--- src/rtl/cavlc_seq_ctrl.sv ---
// rtl/cavlc_seq_ctrl.sv - CAVLC encoder block sequencer with stage-to-packer pass-through
//
// Purpose:
//    Runs zigzag scan for MAX_COEFF cycles, latches the block statistics, then
//    walks coeff_token, t1 sign, levels, total_zeros and run_before, skipping
//    stages that carry no syntax for the block. The selected stage's words are
//    forwarded combinationally to the bitstream packer.
//
// Ports:
//    CLK, RST                 clock, asynchronous active-low reset
//    START                    start one block (accepted in IDLE only)
//    BUSY, DONE               not-idle level, end-of-block pulse
//    zigzag_en                high during the zigzag scan
//    total_coeff/trailing_ones/total_zeros   block statistics, latched in STATS
//    stage_en, mux_sel        one-hot stage enable and active stage index (7 = none)
//    stg_valid/code/len/last  word from the selected stage
//    stg_ready                word consumed this cycle
//    pk_valid/ready/code/len  word to the packer
//    err_count                sticky protocol/level-count error for the block

module cavlc_seq_ctrl #(
   parameter int MAX_COEFF = 16,
   parameter int CODE_W    = 16,
   parameter int LEN_W     = 5,
   parameter int CNT_W     = $clog2(MAX_COEFF + 1)
) (
   input  logic              CLK,
   input  logic              RST,
   input  logic              START,
   output logic              BUSY,
   output logic              DONE,
   output logic              zigzag_en,
   input  logic [CNT_W-1:0]  total_coeff,
   input  logic [1:0]        trailing_ones,
   input  logic [CNT_W-1:0]  total_zeros,
   output logic [4:0]        stage_en,
   input  logic              stg_valid,
   input  logic [CODE_W-1:0] stg_code,
   input  logic [LEN_W-1:0]  stg_len,
   input  logic              stg_last,
   output logic              stg_ready,
   output logic              pk_valid,
   input  logic              pk_ready,
   output logic [CODE_W-1:0] pk_code,
   output logic [LEN_W-1:0]  pk_len,
   output logic [2:0]        mux_sel,
   output logic              err_count
);

   typedef enum logic [3:0] {
      S_IDLE, S_ZIGZAG, S_STATS, S_CT, S_T1, S_LEV, S_TZ, S_RUN, S_FIN
   } state_t;

   state_t r_state;
   state_t w_next;

   logic [CNT_W-1:0] r_zz_cnt;
   logic [CNT_W-1:0] r_tc;
   logic [1:0]       r_t1;
   logic [CNT_W-1:0] r_tz;
   logic [CNT_W:0]   r_lev_cnt;
   logic             r_err;

   logic     w_stage;
   logic     w_xfer;
   logic     w_adv;
   logic     w_skip_t1;
   logic     w_skip_lev;
   logic     w_skip_tz;
   logic     w_skip_run;
   logic     w_zz_last;
   logic     w_lev_err;
   logic [CNT_W:0] w_lev_exp;
   logic [CNT_W:0] w_lev_next;
   state_t   w_after_ct;
   state_t   w_after_t1;
   state_t   w_after_lev;
   state_t   w_after_tz;

   assign w_stage = (r_state == S_CT) || (r_state == S_T1) || (r_state == S_LEV) ||
                    (r_state == S_TZ) || (r_state == S_RUN);
   assign w_xfer  = stg_valid && stg_ready;
   assign w_adv   = w_xfer && stg_last;

   assign w_zz_last  = (r_zz_cnt == CNT_W'(MAX_COEFF - 1));
   assign w_skip_t1  = (r_t1 == 2'd0);
   assign w_skip_lev = (r_tc == CNT_W'(r_t1));
   assign w_skip_tz  = (r_tc == '0) || (r_tc == CNT_W'(MAX_COEFF));
   assign w_skip_run = (r_tc <= CNT_W'(1)) || (r_tz == '0);

   // Successor chains: each stage falls through to the first non-skipped later stage.
   assign w_after_tz  = !w_skip_run ? S_RUN : S_FIN;
   assign w_after_lev = !w_skip_tz  ? S_TZ  : w_after_tz;
   assign w_after_t1  = !w_skip_lev ? S_LEV : w_after_lev;
   assign w_after_ct  = (r_tc == '0) ? S_FIN : (!w_skip_t1 ? S_T1 : w_after_t1);

   // Level words expected = tc - t1; the counter saturates so a runaway stage cannot wrap it.
   assign w_lev_exp  = {1'b0, r_tc} - (CNT_W + 1)'(r_t1);
   assign w_lev_next = (r_lev_cnt == '1) ? r_lev_cnt : r_lev_cnt + 1'b1;
   assign w_lev_err  = (stg_last && (w_lev_next != w_lev_exp)) || (w_lev_next > w_lev_exp);

   always_ff @(posedge CLK or negedge RST) begin
      if (!RST) begin
         r_state <= S_IDLE;
      end else begin
         r_state <= w_next;
      end
   end

   always_comb begin
      w_next = r_state;
      case (r_state)
         S_IDLE:   if (START) w_next = S_ZIGZAG;
         S_ZIGZAG: if (w_zz_last) w_next = S_STATS;
         S_STATS:  w_next = S_CT;
         S_CT:     if (w_adv) w_next = w_after_ct;
         S_T1:     if (w_adv) w_next = w_after_t1;
         S_LEV:    if (w_adv) w_next = w_after_lev;
         S_TZ:     if (w_adv) w_next = w_after_tz;
         S_RUN:    if (w_adv) w_next = S_FIN;
         S_FIN:    w_next = S_IDLE;
         default:  w_next = S_IDLE;
      endcase
   end

   always_ff @(posedge CLK or negedge RST) begin
      if (!RST) begin
         r_zz_cnt  <= '0;
         r_tc      <= '0;
         r_t1      <= '0;
         r_tz      <= '0;
         r_lev_cnt <= '0;
         r_err     <= 1'b0;
      end else begin
         if ((r_state == S_IDLE) && START) begin
            r_zz_cnt  <= '0;
            r_lev_cnt <= '0;
            r_err     <= 1'b0;
         end
         if (r_state == S_ZIGZAG) begin
            r_zz_cnt <= w_zz_last ? '0 : r_zz_cnt + 1'b1;
         end
         if (r_state == S_STATS) begin
            r_tc <= total_coeff;
            r_t1 <= trailing_ones;
            r_tz <= total_zeros;
         end
         if ((r_state == S_LEV) && w_xfer) begin
            r_lev_cnt <= w_lev_next;
            if (w_lev_err) r_err <= 1'b1;
         end
         // CT and TZ carry exactly one word; an extra word is flagged but tolerated.
         if (((r_state == S_CT) || (r_state == S_TZ)) && w_xfer && !stg_last) begin
            r_err <= 1'b1;
         end
      end
   end

   always_comb begin
      BUSY      = (r_state != S_IDLE);
      DONE      = (r_state == S_FIN);
      zigzag_en = (r_state == S_ZIGZAG);
      err_count = r_err;
      stage_en  = 5'b0;
      mux_sel   = 3'd7;
      case (r_state)
         S_CT:    begin stage_en = 5'b00001; mux_sel = 3'd0; end
         S_T1:    begin stage_en = 5'b00010; mux_sel = 3'd1; end
         S_LEV:   begin stage_en = 5'b00100; mux_sel = 3'd2; end
         S_TZ:    begin stage_en = 5'b01000; mux_sel = 3'd3; end
         S_RUN:   begin stage_en = 5'b10000; mux_sel = 3'd4; end
         default: begin stage_en = 5'b0;     mux_sel = 3'd7; end
      endcase
      // Zero-length words are swallowed here and never reach the packer.
      pk_valid  = w_stage && stg_valid && (stg_len != '0);
      pk_code   = w_stage ? stg_code : '0;
      pk_len    = w_stage ? stg_len  : '0;
      stg_ready = w_stage && stg_valid && (pk_ready || (stg_len == '0));
   end

endmodule
--- config.mk ---
export PLATFORM = sky130hd
export DESIGN_NAME = cavlc_seq_ctrl
export DESIGN_NICKNAME = d
export VERILOG_FILES = /design/src/rtl/cavlc_seq_ctrl.sv
export SDC_FILE = /design/constraint.sdc
export NUM_CORES = 1
export LEC_CHECK = 0
export CAP_MARGIN = 10
export CORE_ASPECT_RATIO = 1.25
export CORE_MARGIN = 2
export CORE_UTILIZATION = 46
export CTS_CLUSTER_DIAMETER = 150
export DETAILED_ROUTE_END_ITERATION = 8
export PLACE_DENSITY_LB_ADDON = 0.05
export SLEW_MARGIN = 25
export SYNTH_ARGS = -nofsm -noshare
export SYNTH_HDL_FRONTEND = slang
export SYNTH_SLANG_ARGS = --single-unit
--- constraint.sdc ---
create_clock -name CLK -period 2.9 [get_ports CLK]
set_input_delay 0.87 -clock CLK [delete_from_list [all_inputs] [get_ports CLK]]
set_output_delay 0.87 -clock CLK [all_outputs]
set_load 0.005 [all_outputs]
* Yosys cells after proc, flatten, opt, wreduce, memory -nomap -nowiden
Index checks and enable logic that the tools add are counted.
** Operators by class
- Bitwise logic cells :: 0
- Reduce and logical (&&, ||, !) cells :: 30
- Equality and inequality tests :: 20
- Shift operators :: 0
- Divide/modulo/power cells :: 0
- Add/sub/neg operators :: 3
- Multipliers :: 0
- Mux-type cells :: 27
- Magnitude comparators :: 2
** Operators with widths (count)
- 4-bit two-way mux :: 12
- 4-bit case mux with 8 select lines :: 1
- 5-bit case mux with 5 select lines :: 1
- 5-bit two-way mux :: 4
- 6-bit two-way mux :: 3
- 4-bit by 3-bit equality test with 1-bit output, second input constant :: 4
- 16-bit two-way mux :: 1
- 5-bit zero test :: 3
- 3-bit case mux with 5 select lines :: 1
- 2-bit inequality test, second input constant :: 6
- 1-bit logical AND :: 10
- 1-bit logical OR :: 9
- 4-bit by 2-bit equality test with 1-bit output, second input constant :: 2
- 7-bit AND reduction :: 1
- 6-bit by 1-bit adder with 6-bit output, second input constant :: 1
- 6-bit equality test, second input constant :: 1
- 6-bit greater-than comparator :: 1
- 6-bit inequality test :: 1
- 5-bit by 2-bit subtractor with 6-bit output :: 1
- 5-bit by 1-bit adder with 5-bit output, second input constant :: 1
- 5-bit by 2-bit equality test with 1-bit output :: 1
- 5-bit by 4-bit equality test with 1-bit output, second input constant :: 1
- 5-bit equality test, second input constant :: 1
- 5-bit by 1-bit <= comparator with 1-bit output, second input constant :: 1
- 10 further kinds :: 14
** Word-level totals
- ROM bits :: 0
- Memories kept :: 0
- Input bits :: 39
- Latch bits :: 0
- Bits in registers :: 28
- Memory bits (writable) :: 0

* Logic depth before layout (Yosys ltp)
- Word-level depth :: 11
- Depth in mapped cells :: 12

* Least setup slack after synthesis
No wires, ideal clock.
- Kind :: flip-flop to flip-flop
- From :: register r_lev_cnt[0]
- To :: register r_err (netlist: err_count)
- Stages on the path, launching flop included :: 11
- Slack :: 229 ps
- Required time :: 2779 ps
- Library setup time :: 121 ps
- Buffers on the path :: 0
- Data arrival time :: 2550 ps
- Cells stage by stage :: dfrtp_1 -> ha_1 -> and3_1 -> nand3_1 -> mux2_2 -> ha_1 -> nor2b_1 -> o21a_1 -> a2111oi_0 -> o21ai_0 -> a22o_1
** Between the ends
- Word-level cells in the longest chain between the ends :: 8
- Elaborated cells on any way between the ends :: 10
- Classes of those cells :: 1 x add/sub; 1 x order compare; 2 x eq/ne; 4 x mux; 2 x reduce/logical
** RTL lines
- start: declaration :: line 61 : logic [CNT_W:0] r_lev_cnt;
- start signal: assignment :: line 149 : r_lev_cnt <= w_lev_next;
- 6-bit by 1-bit adder with 6-bit output or 6-bit equality test (tied branches) :: line 99 : assign w_lev_next = (r_lev_cnt == '1) ? r_lev_cnt : r_lev_cnt + 1'b1;
- 6-bit two-way mux (*) :: line 99
- branches (longest 2 deep; another with 6-bit greater-than comparator)
- 1-bit logical OR (*) :: line 100 : assign w_lev_err = (stg_last && (w_lev_next != w_lev_exp)) || (w_lev_next > w_lev_exp);
- 1-bit two-way mux (*) :: line 150 : if (w_lev_err) r_err <= 1'b1;
- 1-bit two-way mux (*) :: line 148 : if ((r_state == S_LEV) && w_xfer) begin
- 1-bit two-way mux (*) :: line 153 : if (((r_state == S_CT) || (r_state == S_TZ)) && w_xfer && !stg_last) begin
- end signal: assignment :: line 138 : r_err <= 1'b0;
- end signal: assignment :: line 150
- end signal: assignment :: line 154 : r_err <= 1'b1;
- end: declaration :: line 62 : logic r_err;
Every way passes the cells marked *.
A chain may end at the register's enable or synchronous reset.

* Final worst setup path
- From :: input stg_code[15]
- To :: output pk_code[15]
** Between the ends
- Word-level cells in the longest chain between the ends :: 1
** RTL lines
- start: declaration :: line 38 : input logic [CODE_W-1:0] stg_code,
- 16-bit two-way mux :: line 176 : pk_code = w_stage ? stg_code : '0;
- end: declaration :: line 44 : output logic [CODE_W-1:0] pk_code,
Every way passes these cells.

==> run_results.csv <==
group,metric,value,unit
power_and_ir_drop,p_leak,1.40,nW
cts,cts_sinks,28,
timing,slew_headroom,0.511,
yosys,async_reset_ff_frac,1.00,
yosys,synthCells,247,
layout,multi_input_area,0.00143,mm2
layout,layout_commonest_cell,"clkdlybuf4s50_1",
timing,max_freq,356,MHz
placed_design,port_buffers,73,
layout,drive_above_1_share,0.191,
cts,tritoncts,"built",
layout,final_cell_mix,"65 x clkdlybuf4s50_1, 27 x dfrtp_1, 24 x buf_4, 20 x and2_1, 17 x nor2_1",
timing,rsz0062_at_grt,"false",
critical_path,rr_startpoint,"r_lev_cnt[0]",
placed_design,post_dp_cell_area,0.00311,mm2
timing,fin_ws,0.0945,ns
timing,fin_crit,2.81,ns
global_routing,grt.total_usage,0.222,
floorplan,fp.dieH,81.5,um
yosys,synthDistinctLibCells,55,
routing,maxUsedRoutingLayer,"met4",
cts,cts-root-buf,"clkbuf_8",
placed_design,dp.cells,388,
placed_design,hpwlAfterDp,4.33,mm
routing,first_pass_iters,4,
floorplan,rows,28,
critical_path,worstRegToRegCells,10,
yosys,synth_flop_cell,"dfrtp_1",
placed_design,gp_congestion,0.816,
run,drv_cap,0,
routing,vias_per_cell,5.36,
yosys,seq_area_frac_synth,0.317,
critical_path,rrSetupSlack,0.20,ns
cts,cts_buffer_depth,2,
cts,cts_max_level,1,
yosys,ys_warn_count,0,
yosys,synth-edff-count,0,
critical_path,worstPathMaxFanout,1,
floorplan,core_area,0.00469,mm2
power_and_ir_drop,p_per_area,931,mW/mm2
global_routing,grt_overflow,0,
critical_path,critPathKind,"primary input to output port",
global_routing,grt_start_max_net_pins,29,
timing,tightest_slew,0.730,ns
routing,antenna_left,0,
layout,ff_latch_area,702,um2
routing,wl_met3,299,um
yosys,syn_area_per_cell,8.95,um2
yosys,yosysTopAreaCellShare,0.317,
layout,stdcell_count,395,
cts,cts_buffers,3,
timing,clock_skew,0.00834,ns
layout,diodes,0,
worst_hold_path,hold_end,"r_tz[3]",
cts,postCtsHoldBufs,0,
yosys,yosys_register_bits,28,
timing,setup_viol,0,
routing,post_drt_wl_per_cell,14.2,um
routing,finalWirelength,5.62,mm
critical_path,crit_arrival,1.94,ns
layout,final_util,0.686,
routing,met2WireLength,2.88,mm
critical_path,r2r-end,"err_count",
routing,drt_iter0_drc,108,
critical_path,crit_required,2.03,ns
cts,clk_latency,0.28,ns
critical_path,cp-end-kind,"output port",
global_routing,grt_pass1_wl,9.41,mm
layout,fin_nets,387,
timing,slew_violations,0,
worst_hold_path,hp-class,"flop to flop",
placed_design,pre_cts_ws,-0.613,ns
floorplan,dieArea,0.00538,mm2
layout,nFillCells,403,
yosys,yosys.area.top_type,"dfrtp_1",
floorplan,start_util,0.471,
layout,area_growth_syn_to_layout,45.7,%
worst_hold_path,holdCritStartpoint,"r_tz[3]",
floorplan,die_w,66.0,um
global_routing,grt_pass1_vias,2065,
critical_path,cp-start-kind,"primary input",
power_and_ir_drop,ir_worst_vdd,0.505,mV
yosys,syn-num-nets,298,
routing,post-route-drc-count,0,
worst_hold_path,whs_path_depth,1,
timing,period_share,0.967,
layout,fin_area,0.00322,mm2
global_routing,antenna_found_initial,0,
floorplan,io_pins,74,
yosys,synth_area_leaders,"dfrtp_1 32%, ha_1 6.2%, and2_1 5.9%, mux2_2 5.6%, nand3_1 3.6%",
timing,final_hold_viol_count,0,
outcome,status,"finished, final reports clean",
cts,path_clk_slew,0.10,ns
routing,wl_met1,2.35,mm
routing,vias,2117,
yosys,synth_area,0.00221,mm2
cell usage after synthesis (2+ instances only):
library cell and number:
a211oi_1 2, a21boi_1 2, a21o_1 3, a21oi_1 8, a22o_1 2, a31o_1 2, a31oi_1 2, and2_1 21
and3_1 4, buf_2 4, buf_4 2, clkbuf_1 6, dfrtp_1 28, ha_1 11, inv_1 9, mux2_2 11
nand2_1 16, nand2b_1 6, nand3_1 16, nor2_1 17, nor2b_1 3, nor3_1 8, nor4_1 3, nor4b_4 2
o211ai_2 2, o21a_1 4, o21ai_0 15, o21ai_1 2, o21bai_1 2, o31ai_1 2, or2_1 2, or4_4 2
xnor2_1 3, xor2_1 4
metal layers:
metal / up-vias / global-route usage
met5: - / 0
li1: 1060 / -
met2: 68 / 0.411
met4: 0 / 0.0714
met1: 978 / 0.263
met3: 11 / 0.0315
repair_timing:
| item | CTS | global route |
|---|---|---|
| gates resized for setup | 25 | 7 |
| setup endpoints to repair | 5 | 15 |
| cloned | 0 | 0 |
| pin swaps | 3 | 3 |
| buffers inserted | 2 | 1 |
metrics by stage:
step	setup TNS (ns)	hold WS, ns	power, mW
global placement	-1.12	0.495	2.61
detailed placement	-1.22	0.499	2.66
CTS	0	0.525	3.00
global route	0	0.549	3.26
finish	0	0.518	3.00
floorplan	0	0.475	1.86
kinds of logic (layout without fill, tap and decap cells):
family	count (synthesis)	in the layout	share of synthesized area
flops	28	28	0.317
xor+xnor	7	7	0.0277
simple gates	112	112	0.301
mux	11	11	0.0561
buf+inv	22	110	0.0436
compound gates	55	55	0.183
fa+ha+maj	12	12	0.0713
worst max-delay path by stage:
| stage | depth (start not counted) | to | start | slack [ns] |
|---|---|---|---|---|
| finish | 3 | pk_code[15] | stg_code[15] | 0.09 |
| global route | 11 | err_count | r_t1[1] | 0.02 |
| CTS | 5 | stg_ready | stg_len[3] | 0.01 |
| detailed placement | 5 | stg_ready | stg_len[1] | -0.61 |
| global placement | 5 | stg_ready | stg_len[1] | -0.59 |
| floorplan | 10 | err_count | r_lev_cnt[0] | 0.23 |
power by group:
group          switching [mW]  internal, mW
combinational           0.897          1.06
clock                   0.133         0.185
sequential              0.179         0.539
area by class of cell:
class                   instances  area share
multi-input cells             197       0.445
repair buffers                 97       0.281
flip-flops and latches         28       0.218
well taps                      60      0.0233
clock buffers                   3      0.0128
inverters                       9      0.0105
clock inverters                 1     0.00933
sequential cells by signal (all words and copies together), names as in the netlist:
| register | cells |
|---|---|
| r_zz_cnt | 5 |
| r_t1 | 2 |
| r_state | 4 |
| r_tz | 5 |
| r_lev_cnt | 6 |
| err_count | 1 |
| r_tc | 5 |
critical path, stage by stage:
cell and delay (ns):
clkdlybuf4s50_1 0.45, and2_1 0.11, clkdlybuf4s50_1 0.50
Note: power is estimated with default switching activity, not from simulation.
